$ cat src/rtl/frodo_mac_if.sv
// Beat/result bus of the Frodo multi-lane MAC. Lane data is packed with lane 0 in the LSBs.
// Both channels use valid/ready: a transfer happens on a rising edge where valid and ready are
// both high; valid with its payload stays put until accepted, and ready may depend on state only.
interface frodo_mac_if #(
  parameter int LOGQ  = 16,
  parameter int SW    = 8,
  parameter int LANES = 4
);
  logic                  in_valid;
  logic                  in_ready;
  logic                  in_first;
  logic                  in_last;
  logic                  in_sub;
  logic [LANES*LOGQ-1:0] in_a;
  logic [LANES*SW-1:0]   in_s;
  logic [LANES*LOGQ-1:0] in_c;
  logic                  out_valid;
  logic                  out_ready;
  logic [LANES*LOGQ-1:0] out_data;

  modport master (
    output in_valid, in_first, in_last, in_sub, in_a, in_s, in_c, out_ready,
    input  in_ready, out_valid, out_data
  );

  modport slave (
    input  in_valid, in_first, in_last, in_sub, in_a, in_s, in_c, out_ready,
    output in_ready, out_valid, out_data
  );
endinterface

$ cat src/rtl/frodo_mac_lanes.sv
// Two-stage multi-lane MAC: C = c0 +/- sum(a*s) mod 2^LOGQ per lane, one beat per cycle.
// Stage 1 registers the per-lane products, stage 2 accumulates and emits on the last beat.
module frodo_mac_lanes #(
  parameter int LOGQ  = 16,
  parameter int SW    = 8,
  parameter int LANES = 4
) (
  input logic         clk,
  input logic         rst,
  frodo_mac_if.slave  bus
);
  localparam int W = LANES * LOGQ;

  logic         stall;

  logic         p_valid_q, p_valid_d;
  logic         p_first_q, p_first_d;
  logic         p_last_q,  p_last_d;
  logic         p_sub_q,   p_sub_d;
  logic [W-1:0] p_q,       p_d;
  logic [W-1:0] p_c_q,     p_c_d;
  logic [W-1:0] acc_q,     acc_d;
  logic         out_valid_q, out_valid_d;
  logic [W-1:0] out_data_q,  out_data_d;

  logic [W-1:0] prod;
  logic [W-1:0] acc_next;

  // A held result freezes the whole pipeline, so nothing is ever dropped or overwritten.
  assign stall         = out_valid_q & ~bus.out_ready;
  assign bus.in_ready  = ~stall;
  assign bus.out_valid = out_valid_q;
  assign bus.out_data  = out_data_q;

  for (genvar l = 0; l < LANES; l++) begin : g_lane
    logic [LOGQ-1:0] s_ext;
    logic [LOGQ-1:0] base;

    // Only the low LOGQ bits of the product matter, so an unsigned multiply of the
    // sign-extended secret gives the same residue as a signed one.
    assign s_ext = LOGQ'($signed(bus.in_s[l*SW +: SW]));
    assign prod[l*LOGQ +: LOGQ] = bus.in_a[l*LOGQ +: LOGQ] * s_ext;

    assign base = p_first_q ? p_c_q[l*LOGQ +: LOGQ] : acc_q[l*LOGQ +: LOGQ];
    assign acc_next[l*LOGQ +: LOGQ] = p_sub_q ? (base - p_q[l*LOGQ +: LOGQ])
                                              : (base + p_q[l*LOGQ +: LOGQ]);
  end

  always_comb begin
    p_valid_d   = p_valid_q;
    p_first_d   = p_first_q;
    p_last_d    = p_last_q;
    p_sub_d     = p_sub_q;
    p_d         = p_q;
    p_c_d       = p_c_q;
    acc_d       = acc_q;
    out_valid_d = out_valid_q;
    out_data_d  = out_data_q;

    if (!stall) begin
      p_valid_d = bus.in_valid;
      if (bus.in_valid) begin
        p_first_d = bus.in_first;
        p_last_d  = bus.in_last;
        p_c_d     = bus.in_c;
        p_d       = prod;
        // The direction belongs to the burst and is latched only by its first beat.
        if (bus.in_first) begin
          p_sub_d = bus.in_sub;
        end
      end

      out_valid_d = p_valid_q & p_last_q;
      if (p_valid_q) begin
        acc_d = acc_next;
        if (p_last_q) begin
          out_data_d = acc_next;
        end
      end
    end
  end

  always_ff @(posedge clk or posedge rst) begin
    if (rst) begin
      p_valid_q   <= 1'b0;
      p_first_q   <= 1'b0;
      p_last_q    <= 1'b0;
      p_sub_q     <= 1'b0;
      p_q         <= '0;
      p_c_q       <= '0;
      acc_q       <= '0;
      out_valid_q <= 1'b0;
      out_data_q  <= '0;
    end else begin
      p_valid_q   <= p_valid_d;
      p_first_q   <= p_first_d;
      p_last_q    <= p_last_d;
      p_sub_q     <= p_sub_d;
      p_q         <= p_d;
      p_c_q       <= p_c_d;
      acc_q       <= acc_d;
      out_valid_q <= out_valid_d;
      out_data_q  <= out_data_d;
    end
  end
endmodule

$ cat src/flat_wrapper.sv
// flat-port wrapper written by rule: the top's interface ports become plain ports
module frodo_mac_lanes_flat 
#(
  parameter int LOGQ  = 16,
  parameter int SW    = 8,
  parameter int LANES = 4
)
  (clk, rst, bus_in_valid, bus_in_first, bus_in_last, bus_in_sub, bus_in_a, bus_in_s, bus_in_c, bus_out_ready, bus_in_ready, bus_out_valid, bus_out_data);
  frodo_mac_if #(.LOGQ(LOGQ), .SW(SW), .LANES(LANES)) bus_i ();
  input logic clk;
  input logic rst;
  input wire logic [$bits(bus_i.in_valid)-1:0] bus_in_valid;
  input wire logic [$bits(bus_i.in_first)-1:0] bus_in_first;
  input wire logic [$bits(bus_i.in_last)-1:0] bus_in_last;
  input wire logic [$bits(bus_i.in_sub)-1:0] bus_in_sub;
  input wire logic [$bits(bus_i.in_a)-1:0] bus_in_a;
  input wire logic [$bits(bus_i.in_s)-1:0] bus_in_s;
  input wire logic [$bits(bus_i.in_c)-1:0] bus_in_c;
  input wire logic [$bits(bus_i.out_ready)-1:0] bus_out_ready;
  output wire logic [$bits(bus_i.in_ready)-1:0] bus_in_ready;
  output wire logic [$bits(bus_i.out_valid)-1:0] bus_out_valid;
  output wire logic [$bits(bus_i.out_data)-1:0] bus_out_data;
  assign bus_i.in_valid = bus_in_valid;
  assign bus_i.in_first = bus_in_first;
  assign bus_i.in_last = bus_in_last;
  assign bus_i.in_sub = bus_in_sub;
  assign bus_i.in_a = bus_in_a;
  assign bus_i.in_s = bus_in_s;
  assign bus_i.in_c = bus_in_c;
  assign bus_i.out_ready = bus_out_ready;
  assign bus_in_ready = bus_i.in_ready;
  assign bus_out_valid = bus_i.out_valid;
  assign bus_out_data = bus_i.out_data;
  frodo_mac_lanes #(.LOGQ(LOGQ), .SW(SW), .LANES(LANES)) u_core (.clk(clk), .rst(rst), .bus(bus_i));
endmodule
$ cat config.mk
export PLATFORM = sky130hd
export DESIGN_NAME = frodo_mac_lanes_flat
export DESIGN_NICKNAME = d
export VERILOG_FILES = /design/src/rtl/frodo_mac_if.sv /design/src/rtl/frodo_mac_lanes.sv /design/src/flat_wrapper.sv
export SDC_FILE = /design/constraint.sdc
export NUM_CORES = 2
export LEC_CHECK = 0
export BUFFER_PORTS_ARGS = -buffer_cell sky130_fd_sc_hd__buf_2
export CAP_MARGIN = 30
export CORE_ASPECT_RATIO = 0.8
export CORE_MARGIN = 1
export CORE_UTILIZATION = 65
export DETAILED_ROUTE_END_ITERATION = 7
export PLACE_DENSITY_LB_ADDON = 0.25
export SLEW_MARGIN = 5
export SYNTH_ARGS = -nofsm -noshare
export SYNTH_HDL_FRONTEND = slang
export SYNTH_SLANG_ARGS = --single-unit
$ cat constraint.sdc
create_clock -name clk -period 20.4 [get_ports clk]
set_input_delay 2.04 -clock clk [delete_from_list [all_inputs] [get_ports clk]]
set_output_delay 2.04 -clock clk [all_outputs]
set_load 0.03 [all_outputs]
==> flow_metrics.py <==
metrics = {
    "yosys": {
        "synth-edff-count": 0,
        "synth_seq_cells": 261,
        "syn_avg_cell_area_um2": 9.40,
        "seq_area_frac_synth": 0.250,
        "synthesis.area_mm2": 0.0261,
        "yosysTopAreaCell": "dfrtp_1",
        "synth_cells": 2778,
        "synthTopCellsByArea": "dfrtp_1 (25%), fa_1 (19%), ha_1 (9.6%)",
        "synthesis.nets": 3393,
        "ys_types": 61,
        "ys_async_sr_fraction": 1.00,
        "synth_ff_type": "dfrtp_1",
        "yosys_warnings": 0,
        "synth_top_area_share": 0.250,
    },
    "timing": {
        "slew_viol_final": 0,
        "worst_slew_pin_slew_ns": 0.976,
        "fin_tns_setup_ns": 0,
        "setup_violations": 0,
        "hold_violations": 0,
        "finalCritPeriodShare": 0.288,
        "fin_skew_ns": 0.0249,
        "fmax_mhz": 170,
        "min_period_ns": 5.87,
        "rsz0062_at_grt": "false",
        "slew-limit-headroom": 0.347,
    },
    "setup_path": {
        "crit_chain": "buf_2, clkinv_1, nor2_1, fa_1, fa_1, fa_1, inv_1, fa_1, inv_1, ha_1, or4_1, o22ai_1, o21bai_1, o21ai_0, xnor2_1, o21ai_0",
        "cp-end-kind": "flip-flop",
        "arrival_ns": 6.26,
        "max_stage_delay_ns": 0.57,
        "required_ns": 20.79,
        "crit_path_start_kind": "input port",
        "worstSetupPathType": "input port to flip-flop",
        "regToRegSetupSlack_ns": 15.92,
        "crit_family": "adder cells",
        "reg2reg_from": "u_core.p_first_q",
        "endpoint": "u_core.p_q[47]",
        "r2r-end": "u_core.bus.out_data[46]",
        "crit_cells": 16,
        "startpoint": "bus_in_s[23]",
        "slowest_stage": "or4_1",
        "cpMostUsedCell": "fa_1",
        "cp.buffers_inverters": 4,
        "worst-path-max-fanout": 8,
        "ff2ff_path_depth": 12,
    },
    "clock_tree": {
        "postCtsHoldBufs": 0,
        "clock_path_buffers": 3,
        "cts_setup_buffers": 0,
        "root_buffer": "clkbuf_16",
        "cts_buffers": 25,
        "cts.sinks": 261,
        "cts_tree": "yes",
        "clk-insertion-delay-late_ns": 0.54,
        "cts_max_level": 1,
        "cts.clk_slew.worst_paths_ns": 0.06,
        "postCtsResizedCells": 0,
    },
    "pwr": {
        "power.leakage_nw": 13.9,
        "internal_power_mw": 2.28,
        "power_frac_clock": 0.105,
        "p_seq_frac": 0.209,
        "power_mw": 4.39,
        "peakVddDrop_mv": 0.107,
        "pwr_density_cell_mw_per_mm2": 153,
        "combPwrFrac": 0.686,
        "p_sw_frac": 0.479,
        "p_sw_mw": 2.10,
    },
    "cells_and_area": {
        "area_growth_pct": 9.59,
        "multi_input_area_mm2": 0.0178,
        "fillers": 3030,
        "seq_area_mm2": 0.00653,
        "instances_no_fill": 3525,
        "final_nets": 3581,
        "layout-drive-gt1-share": 0.166,
    },
    "floorplan": {
        "start_util": 0.660,
        "dieArea_mm2": 0.0410,
        "fp.dieH_um": 181,
        "die_x_um": 226,
        "rows": 65,
        "pin_count": 233,
        "core_area_mm2": 0.0395,
    },
    "detailed_routing": {
        "drtIter0Drc": 1352,
        "drtPass1Iterations": 5,
        "vias": 19800,
        "routed_via_density": 5.61,
        "drtAntennaViolNets": 0,
        "drt-total-wl_um": 60200,
        "wl_per_cell_um": 17.1,
        "route.detailed.drc": 0,
    },
    "place": {
        "hpwl_um": 46300,
        "finalWeightedCongestion": 0.940,
        "place_inst": 3472,
        "port_buffers": 232,
    },
    "global_routing": {
        "antenna_found_initial": 5,
        "grt_max_degree": 135,
        "grt_overflow": 0,
        "grt_pass1_wl_um": 100000,
        "grt_pass1_vias": 20500,
        "groute.usage.overall": 0.303,
    },
    "run_status": {
        "outcome": "finished, final reports clean",
    },
    "worst_hold_path": {
        "min_path_type": "flip-flop to flip-flop",
    },
    "run": {
        "cap_violations": 0,
    },
}
## worst reg2reg max path, stage by stage, from the launching register on
cell	delay, ns
dfrtp_2	0.97
buf_4	0.59
mux2i_1	0.32
ha_1	0.20
inv_1	0.06
fa_1	0.46
a21oi_1	0.20
o21ai_0	0.21
o22ai_1	0.44
o211ai_1	0.20
a31oi_1	0.24
xor2_1	0.27
o21ai_0	0.13
## power by group through the flow
stage | clock network (mW) | registers (mW) | logic (mW)
2_1_floorplan | 0 | 0.992 | 2.18
3_3_place_gp | 0 | 0.909 | 2.84
3_5_place_dp | 0 | 0.921 | 2.95
4_1_cts | 0.469 | 0.914 | 2.98
5_1_grt | 0.492 | 0.942 | 3.37
6_report | 0.462 | 0.918 | 3.01
## per-stage QoR
step | worst slack (ns) | cell area (µm²) | hold WS [ns] | util
detailed placement | 14.01 | 27700 | 0.458 | 0.701
finish | 14.53 | 28600 | 0.475 | 0.724
global route | 14.34 | 28600 | 0.491 | 0.724
CTS | 14.56 | 28500 | 0.474 | 0.721
global placement | 14.21 | 27700 | 0.453 | 0.701
floorplan | 11.18 | 26100 | 0.442 | -
## worst min path at each step
stage / start / endpoint / slack, ns / cells past startpoint
final: u_core.acc_q[4] / u_core.acc_q[4] / 0.48 / 2
after global routing: u_core.acc_q[51] / u_core.acc_q[51] / 0.49 / 2
after CTS: u_core.acc_q[49] / u_core.acc_q[49] / 0.47 / 2
after detailed placement: u_core.acc_q[49] / u_core.acc_q[49] / 0.46 / 2
after global placement: u_core.acc_q[17] / u_core.acc_q[17] / 0.45 / 2
after floorplan: u_core.acc_q[22] / u_core.acc_q[22] / 0.44 / 2
## layout make-up
cell class              count  share of cell area
multi-input cells        2041               0.622
inverters                 394              0.0520
flip-flops and latches    261               0.228
well taps                 536              0.0234
clock buffers              35              0.0253
diodes                      5            0.000437
repair buffers            243              0.0456
clock inverters            10             0.00289
## flip-flops by register name, summed over array words and instances (netlist names)
register and cells:
u_core.bus.out_data 64, u_core.p_first_q 1, u_core.p_q 64, u_core.p_c_q 64, u_core.p_last_q 1, u_core.acc_q 64, u_core.bus.out_valid 1, u_core.p_sub_q 1
u_core.p_valid_q 1
## synth_stat cells (all sizes together) (4+ instances only)
cell type	number
nor2b	20
clkbuf	68
dfrtp	261
nor4	11
nand3	13
mux2	190
mux2i	14
a31oi	12
xnor2	151
o21bai	10
inv	393
nand2b	22
o31ai	18
a21o	19
nor2	124
nor3	45
a21oi	65
o21a	32
fa	248
nand2	340
or3	4
o31a	4
buf	14
a211oi	15
xor2	38
o21ai	116
a211o	4
and3	4
o211ai	8
or4	7
and2	274
o22ai	6
ha	200
## metal layers
layer,part of all wire,track usage,vias up
met5,0,0.00119,-
met4,0.026,0.0830,0
met3,0.054,0.0324,104
met2,0.47,0.491,607
met1,0.45,0.432,9772
li1,-,-,9281
## cells by family (layout without fill, tap and decap cells)
family          count (synthesis)  in the layout  share of synthesized area
xor+xnor                      189            189                     0.0637
mux                           204            204                     0.0873
other cells                     0              5                          0
simple gates                  869            869                      0.164
fa+ha+maj                     448            448                      0.286
buf+inv                       476            682                     0.0687
compound gates                331            331                     0.0801
flops                         261            261                      0.250
## placed cells by master (no fill, tap or decap), types with 15 or more instances in the layout
cell,instances
dfrtp_1,259
a21o_1,19
a21oi_1,63
buf_2,232
o21ai_0,115
and2_1,273
nor2_1,124
mux2_2,190
a211oi_1,15
nand2b_1,22
fa_1,248
o31ai_1,17
nor2b_1,20
nand2_1,337
ha_1,200
inv_1,392
nor3_1,45
o21a_1,32
clkbuf_16,25
xor2_1,38
xnor2_1,150
Power figures use the tool's default switching activity.
